==> src/rtl/stopwatch_pkg.sv <==
// Shared stopwatch types and default timing constants.
// Used by stopwatch_ctrl and btn_debounce.
package stopwatch_pkg;

  typedef enum logic [1:0] {
    ST_INIT  = 2'd0,
    ST_IDLE  = 2'd1,
    ST_RUN   = 2'd2,
    ST_PAUSE = 2'd3
  } sw_state_e;

  localparam int unsigned CLK_FREQ_DEF        = 100_000_000;
  localparam int unsigned DEBOUNCE_CYCLES_DEF = CLK_FREQ_DEF / 100;

endpackage

==> src/rtl/stopwatch_ctrl_debounce.sv <==
// btn_debounce: 2-FF synchronizer, stable-sample counter and one-cycle press pulse
// on each accepted 0->1 transition of a raw push-button.
module btn_debounce
  import stopwatch_pkg::*;
#(
  parameter int unsigned DEBOUNCE_CYCLES = DEBOUNCE_CYCLES_DEF
) (
  input  logic clk,
  input  logic rst_n,
  input  logic btn_i,
  output logic pulse_o
);

  localparam int unsigned CNT_W = (DEBOUNCE_CYCLES > 1) ? $clog2(DEBOUNCE_CYCLES) : 1;
  localparam logic [CNT_W-1:0] CNT_LAST = CNT_W'(DEBOUNCE_CYCLES - 1);

  function automatic logic [CNT_W-1:0] lim_inc(input logic [CNT_W-1:0] v,
                                               input logic [CNT_W-1:0] lim);
    return (v < lim) ? v + CNT_W'(1) : v;
  endfunction

  logic [1:0]       sync_q;
  logic             lvl_q, lvl_d;
  logic [CNT_W-1:0] cnt_q, cnt_d;
  logic             pulse_q, pulse_d;

  // A differing sample advances the run; the level flips on the last sample of a full run.
  always_comb begin
    lvl_d   = lvl_q;
    cnt_d   = '0;
    pulse_d = 1'b0;
    if (sync_q[1] != lvl_q) begin
      if (cnt_q == CNT_LAST) begin
        lvl_d   = sync_q[1];
        pulse_d = sync_q[1];
      end else begin
        cnt_d = lim_inc(cnt_q, CNT_LAST);
      end
    end
  end

  always_ff @(posedge clk or negedge rst_n) begin
    if (!rst_n) begin
      sync_q  <= 2'b00;
      lvl_q   <= 1'b0;
      cnt_q   <= '0;
      pulse_q <= 1'b0;
    end else begin
      sync_q  <= {sync_q[0], btn_i};
      lvl_q   <= lvl_d;
      cnt_q   <= cnt_d;
      pulse_q <= pulse_d;
    end
  end

  assign pulse_o = pulse_q;

endmodule

==> src/rtl/stopwatch_ctrl.sv <==
// Stopwatch control FSM (INIT/IDLE/RUN/PAUSE) with debounced buttons, sticky overflow
// and registered display path; STOPWATCH_LAP_EN adds the lap-hold display freeze.
module stopwatch_ctrl
  import stopwatch_pkg::*;
#(
  parameter int unsigned CLK_FREQ        = CLK_FREQ_DEF,
  parameter int unsigned DEBOUNCE_CYCLES = CLK_FREQ / 100
) (
  input  logic       clk,
  input  logic       rst_n,
  input  logic       btn_start_stop,
  input  logic       btn_clear,
  input  logic       btn_lap,
  input  logic [7:0] time_reading,
  output logic       init_regs,
  output logic       count_enabled,
  output logic [7:0] display_reading,
  output logic       running,
  output logic       overflow
);

  logic      ss_pulse, clr_pulse, lap_pulse;
  sw_state_e state_q, state_d;
  logic      init_regs_q, count_en_q, running_q;
  logic      overflow_q, overflow_d;
  logic [7:0] prev_time_q;
  logic [7:0] disp_q;

  btn_debounce #(.DEBOUNCE_CYCLES(DEBOUNCE_CYCLES)) u_db_ss (
    .clk(clk), .rst_n(rst_n), .btn_i(btn_start_stop), .pulse_o(ss_pulse)
  );
  btn_debounce #(.DEBOUNCE_CYCLES(DEBOUNCE_CYCLES)) u_db_clr (
    .clk(clk), .rst_n(rst_n), .btn_i(btn_clear), .pulse_o(clr_pulse)
  );
  btn_debounce #(.DEBOUNCE_CYCLES(DEBOUNCE_CYCLES)) u_db_lap (
    .clk(clk), .rst_n(rst_n), .btn_i(btn_lap), .pulse_o(lap_pulse)
  );

  // Clear beats start/stop when stopped; in RUN only start/stop is honoured.
  always_comb begin
    state_d = state_q;
    case (state_q)
      ST_INIT:  state_d = ST_IDLE;
      ST_IDLE:  if (clr_pulse) state_d = ST_INIT; else if (ss_pulse) state_d = ST_RUN;
      ST_RUN:   if (ss_pulse)  state_d = ST_PAUSE;
      ST_PAUSE: if (clr_pulse) state_d = ST_INIT; else if (ss_pulse) state_d = ST_RUN;
      default:  state_d = ST_INIT;
    endcase
  end

  always_comb begin
    overflow_d = overflow_q;
    if (state_d == ST_INIT) begin
      overflow_d = 1'b0;
    end else if (state_q == ST_RUN && prev_time_q == 8'h99 && time_reading == 8'h00) begin
      overflow_d = 1'b1;
    end
  end

  // Outputs are decoded from the next state so they flip on the same edge as the state.
  always_ff @(posedge clk or negedge rst_n) begin
    if (!rst_n) begin
      state_q     <= ST_INIT;
      init_regs_q <= 1'b1;
      count_en_q  <= 1'b0;
      running_q   <= 1'b0;
      overflow_q  <= 1'b0;
      prev_time_q <= 8'h00;
    end else begin
      state_q     <= state_d;
      init_regs_q <= (state_d == ST_INIT);
      count_en_q  <= (state_d == ST_RUN);
      running_q   <= (state_d == ST_RUN);
      overflow_q  <= overflow_d;
      prev_time_q <= time_reading;
    end
  end

`ifdef STOPWATCH_LAP_EN
  logic lap_hold_q, lap_hold_d;

  always_comb begin
    lap_hold_d = lap_hold_q;
    if (state_q == ST_INIT) begin
      lap_hold_d = 1'b0;
    end else if (lap_pulse && (state_q == ST_RUN || state_q == ST_PAUSE)) begin
      lap_hold_d = ~lap_hold_q;
    end
  end

  // The display reloads on the edge that sets the hold, then freezes until it clears.
  always_ff @(posedge clk or negedge rst_n) begin
    if (!rst_n) begin
      lap_hold_q <= 1'b0;
      disp_q     <= 8'h00;
    end else begin
      lap_hold_q <= lap_hold_d;
      if (!(lap_hold_d && lap_hold_q)) begin
        disp_q <= time_reading;
      end
    end
  end
`else
  logic unused_lap;
  assign unused_lap = lap_pulse;

  always_ff @(posedge clk or negedge rst_n) begin
    if (!rst_n) begin
      disp_q <= 8'h00;
    end else begin
      disp_q <= time_reading;
    end
  end
`endif

  assign init_regs       = init_regs_q;
  assign count_enabled   = count_en_q;
  assign running         = running_q;
  assign overflow        = overflow_q;
  assign display_reading = disp_q;

endmodule

==> config.mk <==
export PLATFORM = sky130hd
export DESIGN_NAME = stopwatch_ctrl
export DESIGN_NICKNAME = d
export VERILOG_FILES = /design/src/rtl/stopwatch_pkg.sv /design/src/rtl/stopwatch_ctrl_debounce.sv /design/src/rtl/stopwatch_ctrl.sv
export SDC_FILE = /design/constraint.sdc
export NUM_CORES = 1
export LEC_CHECK = 0
export ABC_AREA = 1
export BUFFER_PORTS_ARGS = -buffer_cell sky130_fd_sc_hd__buf_4
export CORE_MARGIN = 5
export CORE_UTILIZATION = 61
export CTS_CLUSTER_DIAMETER = 100
export DETAILED_ROUTE_END_ITERATION = 8
export GPL_TIMING_DRIVEN = 1
export PLACE_DENSITY = 0.8
export REMOVE_ABC_BUFFERS = 1
export SKIP_CTS_REPAIR_TIMING = 1
export SLEW_MARGIN = 20
export SYNTH_ARGS = -nofsm -noshare
export SYNTH_HDL_FRONTEND = slang
export SYNTH_SLANG_ARGS = --single-unit
==> constraint.sdc <==
create_clock -name clk -period 1.6 [get_ports clk]
set_input_delay 0.24 -clock clk [delete_from_list [all_inputs] [get_ports clk]]
set_output_delay 0.24 -clock clk [all_outputs]
set_load 0.03 [all_outputs]
[Yosys cells after proc, flatten, opt, wreduce, memory -nomap -nowiden]
Cells that the tools add are included.
W data, S select, Z words.
Storage, ports and cells
  flip-flop bits (word level): 61
  input bits: 13
  output and inout bits: 12
  logic and storage cells: 53
Cells by class
  $add $sub $neg: 2
  order comparisons: 2
  eq/ne operators: 11
  mux-type cells: 16
  reduce and logical (&&, ||, !) cells: 9
Operators by type and width (count)
  $mux W20: 6
  $add A20 B1 Y20 const B: 2
  $eq A20 B20 Y1 const B: 2
  $lt A20 B20 Y1 const B: 2
  $eq A8 B8 Y1 const B: 1
  $logic_not A8 Y1: 1
  $eq A2 B2 Y1 const B: 3
  $mux W1: 6
  $mux W2: 3
  $ne A3 B3 Y1 const B: 2
  $pmux W2 S3: 1
  $logic_not A2 Y1: 2
  $reduce_and A2 Y1: 2
  $eq A2 B1 Y1 const B: 1
  $logic_and A1 B1 Y1: 2
  $ne A1 B1 Y1: 2
  $reduce_bool A2 Y1: 1
  $reduce_or A2 Y1: 1

[Depth between registers and ports, before layout]
  depth after elaboration: 5
  depth in mapped cells: 11
  mapped depth without buffers: 10

[Hierarchy]
From an unflattened synthesis, not the netlist that was laid out.
Second synthesis, totals
  cells, all modules: 528
  area total of the unflattened synthesis: 3794.9 um^2
Modules (own cells, without submodules)
  btn_debounce: times used 2, cells an instance 238, area each 1647.8 um^2, sequential area each 600.6 um^2
  stopwatch_ctrl: times used 1, cells an instance 52, area each 499.2 um^2, sequential area each 326.6 um^2

[Worst setup path before layout]
No wires, ideal clock.
  path kind: reg-to-reg
  start: register u_db_clr.cnt_q[0]
  end: register u_db_clr.cnt_q[0]
  library setup time: 0.123 ns
  arrival: 1.301 ns
  data required time: 1.477 ns
  slack: 0.177 ns
  cell stages (with the launch flop): 7
  buffers on the path: 0
  clock period less this slack: 1.423 ns
  path through: dfrtp_1 -> ha_1 -> nand3_1 -> nor2_1 -> nand3_1 -> nand2_1 -> nor3_1
Between the ends
  longest elaborated chain between the ends: 4
RTL lines
  start: declaration: RTL line stopwatch_ctrl_debounce.sv:24  | logic [CNT_W-1:0] cnt_q, cnt_d;
  start signal: assignment: RTL line stopwatch_ctrl_debounce.sv:51  | cnt_q <= cnt_d;
  $add A20 B1 Y20: RTL line stopwatch_ctrl_debounce.sv:19  | return (v < lim) ? v + CNT_W'(1) : v;
  $mux W20: RTL line stopwatch_ctrl_debounce.sv:19
  $mux W20: RTL line stopwatch_ctrl_debounce.sv:33  | if (cnt_q == CNT_LAST) begin
  $mux W20: RTL line stopwatch_ctrl_debounce.sv:32  | if (sync_q[1] != lvl_q) begin
Parallel ways exist; a longest one is shown, timed or not. The select of a mux whose other input is x is not followed.
A chain may end at the register's enable or synchronous reset.

[Worst setup path after layout]
  start: register u_db_ss.cnt_q[2]
  end: register u_db_ss.cnt_q[15]
Between the ends
  longest elaborated chain between the ends: 4
RTL lines (RTL line)
  start: declaration: stopwatch_ctrl_debounce.sv:24
  start signal: assignment: stopwatch_ctrl_debounce.sv:51
  $add A20 B1 Y20: stopwatch_ctrl_debounce.sv:19
  $mux W20: stopwatch_ctrl_debounce.sv:19
  $mux W20: stopwatch_ctrl_debounce.sv:33
  $mux W20: stopwatch_ctrl_debounce.sv:32
Parallel ways exist; a longest one is shown, timed or not. The select of a mux whose other input is x is not followed.

==> impl_metrics.yaml <==
synthesis:
  yosysSeqAreaShare_pct: 42.0
  synth_area_mm2: 0.00363
  yosys_warnings: 0
  synthesis.area_per_instance_um2: 7.43
  synth-xor-area-share_pct: 4.61
  synthTopCellsByArea: "dfrtp_1 (41%), nand2_1 (14%), nand3_1 (8.3%)"
  syn_inst: 489
  synth_top_area_cell: "dfrtp_1"
  synthMuxAreaShare_pct: 0
  yosys.cell_count.top_type: "nand2_1"
  synth_top_family_by_area: "simple AND/OR/NAND/NOR gates"
  synth_common_cells: "nand2_1 (133), nor2_1 (77), dfrtp_1 (60), nand3_1 (60), inv_1 (44)"
  async_reset_ff_share_pct: 100
  ys_ff_latch: 61
  synth_top_area_share_pct: 41.3
  synthSimpleGateAreaFrac_pct: 40.0
  synth-main-ff-cell: "dfrtp_1"
  synth_cell_types: 33
  synth_edf_count: 0
  synth_compound_area_share_pct: 4.75
  synth_fa_ha_area_share_pct: 0.688
sta:
  finalSetupViolCount: 0
  finalCritPeriodShare_pct: 97.9
  slew_violations: 0
  max_freq_mhz: 638
  report.final.hold_viol_count: 0
  worst_slew_pin_slew_ns: 0.486
  slew_headroom_pct: 67.3
  finalSetupTns_ns: 0
  min_period_ns: 1.57
  skew_ns: 0.0135
finish:
  drive_above_1_share_pct: 23.3
  area_growth_syn_to_layout_pct: 23.0
  final_nets: 564
  n_antenna_cell: 0
  fin_util_pct: 76.4
  design_area_mm2: 0.00447
  fillers: 442
global_route:
  overflow: 0
  grt_pass1_vias: 3298
  grt_max_degree: 27
  grt_pass1_wl_um: 15200
  track_usage_pct: 25.8
  antenna_found_initial: 0
placed_design:
  gp_congestion: 0.979
  dp_hpwl_um: 6520
  io_buffers: 23
  placed_area_mm2: 0.00399
setup_path:
  rr_endpoint: "u_db_ss.cnt_q[15]"
  start_kind: "flop"
  rr_worst_depth: 7
  cp-startpoint: "u_db_ss.cnt_q[2]"
  crit_fanout: 7
  endpoint: "u_db_ss.cnt_q[15]"
  path_cells: "nand2_1, nor2_2, nand2_1, nor2_1, xor2_1, nand3_1, nand2_1"
  crit_type: "reg -> reg"
  critical-path-max-stage-delay_ns: 0.50
  required_ns: 1.88
  timing.rr.start: "u_db_ss.cnt_q[2]"
  slowest_stage: "dfrtp_1"
  arrival_ns: 1.85
  rrSetupSlack_ns: 0.03
  crit_path_end_kind: "flop"
  path_common_cell: "nand2_1"
floorplanning:
  rows: 28
  num_io_pins: 25
  start_util_pct: 62.1
  core-area_mm2: 0.00585
  fp.dieW_um: 87.2
  dieHeight_um: 87.2
  die-area_mm2: 0.00760
flow_run:
  timing.max_cap.violations: 0
detailed_routing:
  num_vias: 3495
  drc: 0
  firstDrtPassIters: 5
  routed_via_density: 5.56
  drtIter0Drc: 198
  ant_nets: 0
  wl_per_cell_um: 15.8
  drt_wl_total_um: 9920
min_path:
  min-delay-path-class: "in -> async"
clock_tree:
  cts_tree: "done"
  cts-root-buf: "clkbuf_8"
  clkSlewWorstSetupHoldPaths_ns: 0.08
  insertion_delay_ns: 0.35
  numCtsBuffers: 9
  clockBufferDepth: 2
  clock_sinks: 61
  htreeDepth: 3
power_and_ir_drop:
  power.leakage_nw: 2.12
  ir_drop_mv: 0.568
  powerDensity_mw_per_mm2: 827
run_status:
  status: "completed"
-- cell usage in the layout (no fill, tap or decap), drive strengths merged, types with 2 or more instances in the layout --
| cell type | n |
|---|---|
| nand4 | 24 |
| clkinv | 2 |
| bufinv | 4 |
| nand3 | 60 |
| dlygate4sd3 | 11 |
| dfrtp | 60 |
| o21bai | 3 |
| nor4 | 2 |
| nor3 | 5 |
| a21oi | 5 |
| xor2 | 16 |
| o21ai | 15 |
| nand2 | 147 |
| nor2 | 81 |
| ha | 2 |
| inv | 50 |
| or2 | 4 |
| nand3b | 2 |
| buf | 48 |
| clkbuf | 9 |
-- per-layer routing --
| metal | GRT usage [%] | share of wire [%] | up-vias |
|---|---|---|---|
| met5 | 0 | 0 | - |
| met4 | 9.07 | 3.9 | 0 |
| met3 | 5.87 | 5.2 | 51 |
| met2 | 45.0 | 51 | 139 |
| met1 | 31.3 | 39 | 1609 |
| li1 | - | - | 1696 |
-- state kept, by name, indices dropped and copies added (netlist names) --
| signal | count |
|---|---|
| u_db_clr.pulse_o | 1 |
| u_db_ss.pulse_o | 1 |
| display_reading | 8 |
| init_regs | 1 |
| running | 1 |
| overflow | 1 |
| u_db_ss.sync_q | 2 |
| u_db_clr.sync_q | 2 |
| state_q | 2 |
| u_db_ss.lvl_q | 1 |
| u_db_clr.cnt_q | 20 |
| u_db_ss.cnt_q | 20 |
| u_db_clr.lvl_q | 1 |
-- through the flow --
| stage | setup slack [ns] | hold slack (ns) | instances | power (W) |
|---|---|---|---|---|
| 2_1_floorplan | 0.173 | -0.0556 | 479 | 0.00170 |
| 3_5_place_dp | 0.0528 | 0.119 | 600 | 0.00181 |
| 6_report | 0.0334 | 0.294 | 629 | 0.00370 |
| 4_1_cts | 0.0421 | -0.252 | 616 | 0.00367 |
| 5_1_grt | -0.146 | 0.307 | 629 | 0.00381 |
| 3_3_place_gp | 0.104 | 0.120 | 600 | 0.00180 |
-- worst min-delay path by stage --
stage	start	endpoint	slack, ns	cells after the start
after floorplan	rst_n	display_reading[0]	-0.06	0
after global placement	rst_n	u_db_ss.cnt_q[7]	0.12	1
after detailed placement	rst_n	u_db_ss.cnt_q[7]	0.12	1
after CTS	rst_n	u_db_ss.cnt_q[7]	-0.25	1
after global routing	rst_n	display_reading[2]	0.31	2
final	rst_n	display_reading[2]	0.29	2
-- critical path: cells and delay by family (launching register included) --
family / cells / cell delay, ns
and+or+nand+nor: 6 / 0.82
DFF: 1 / 0.50
xor gates and xnor gates: 1 / 0.17
-- report_power, final --
part           internal, W  switching [W]  total, W  leakage, nW
logic            0.0000947       0.000129  0.000224         1.19
registers          0.00157      0.0000251   0.00159        0.797
clock network      0.00120       0.000678   0.00188        0.134
-- area by class of cell --
cell class,count,area [um^2],area share (%)
multi-input combinational,369,1890,42.2
timing repair buffer,59,483,10.8
sequential,61,1530,34.3
clock buffer,9,124,2.77
clock inverter,7,146,3.27
inverter,49,203,4.53
tap,75,93.8,2.10
-- logic make-up after synthesis --
logic type,Yosys count
flops,61
compound gates,25
fa+ha+maj,2
simple gates,325
buf+inv,59
xor+xnor,17
No activity file was read; power rests on OpenSTA's default activity.
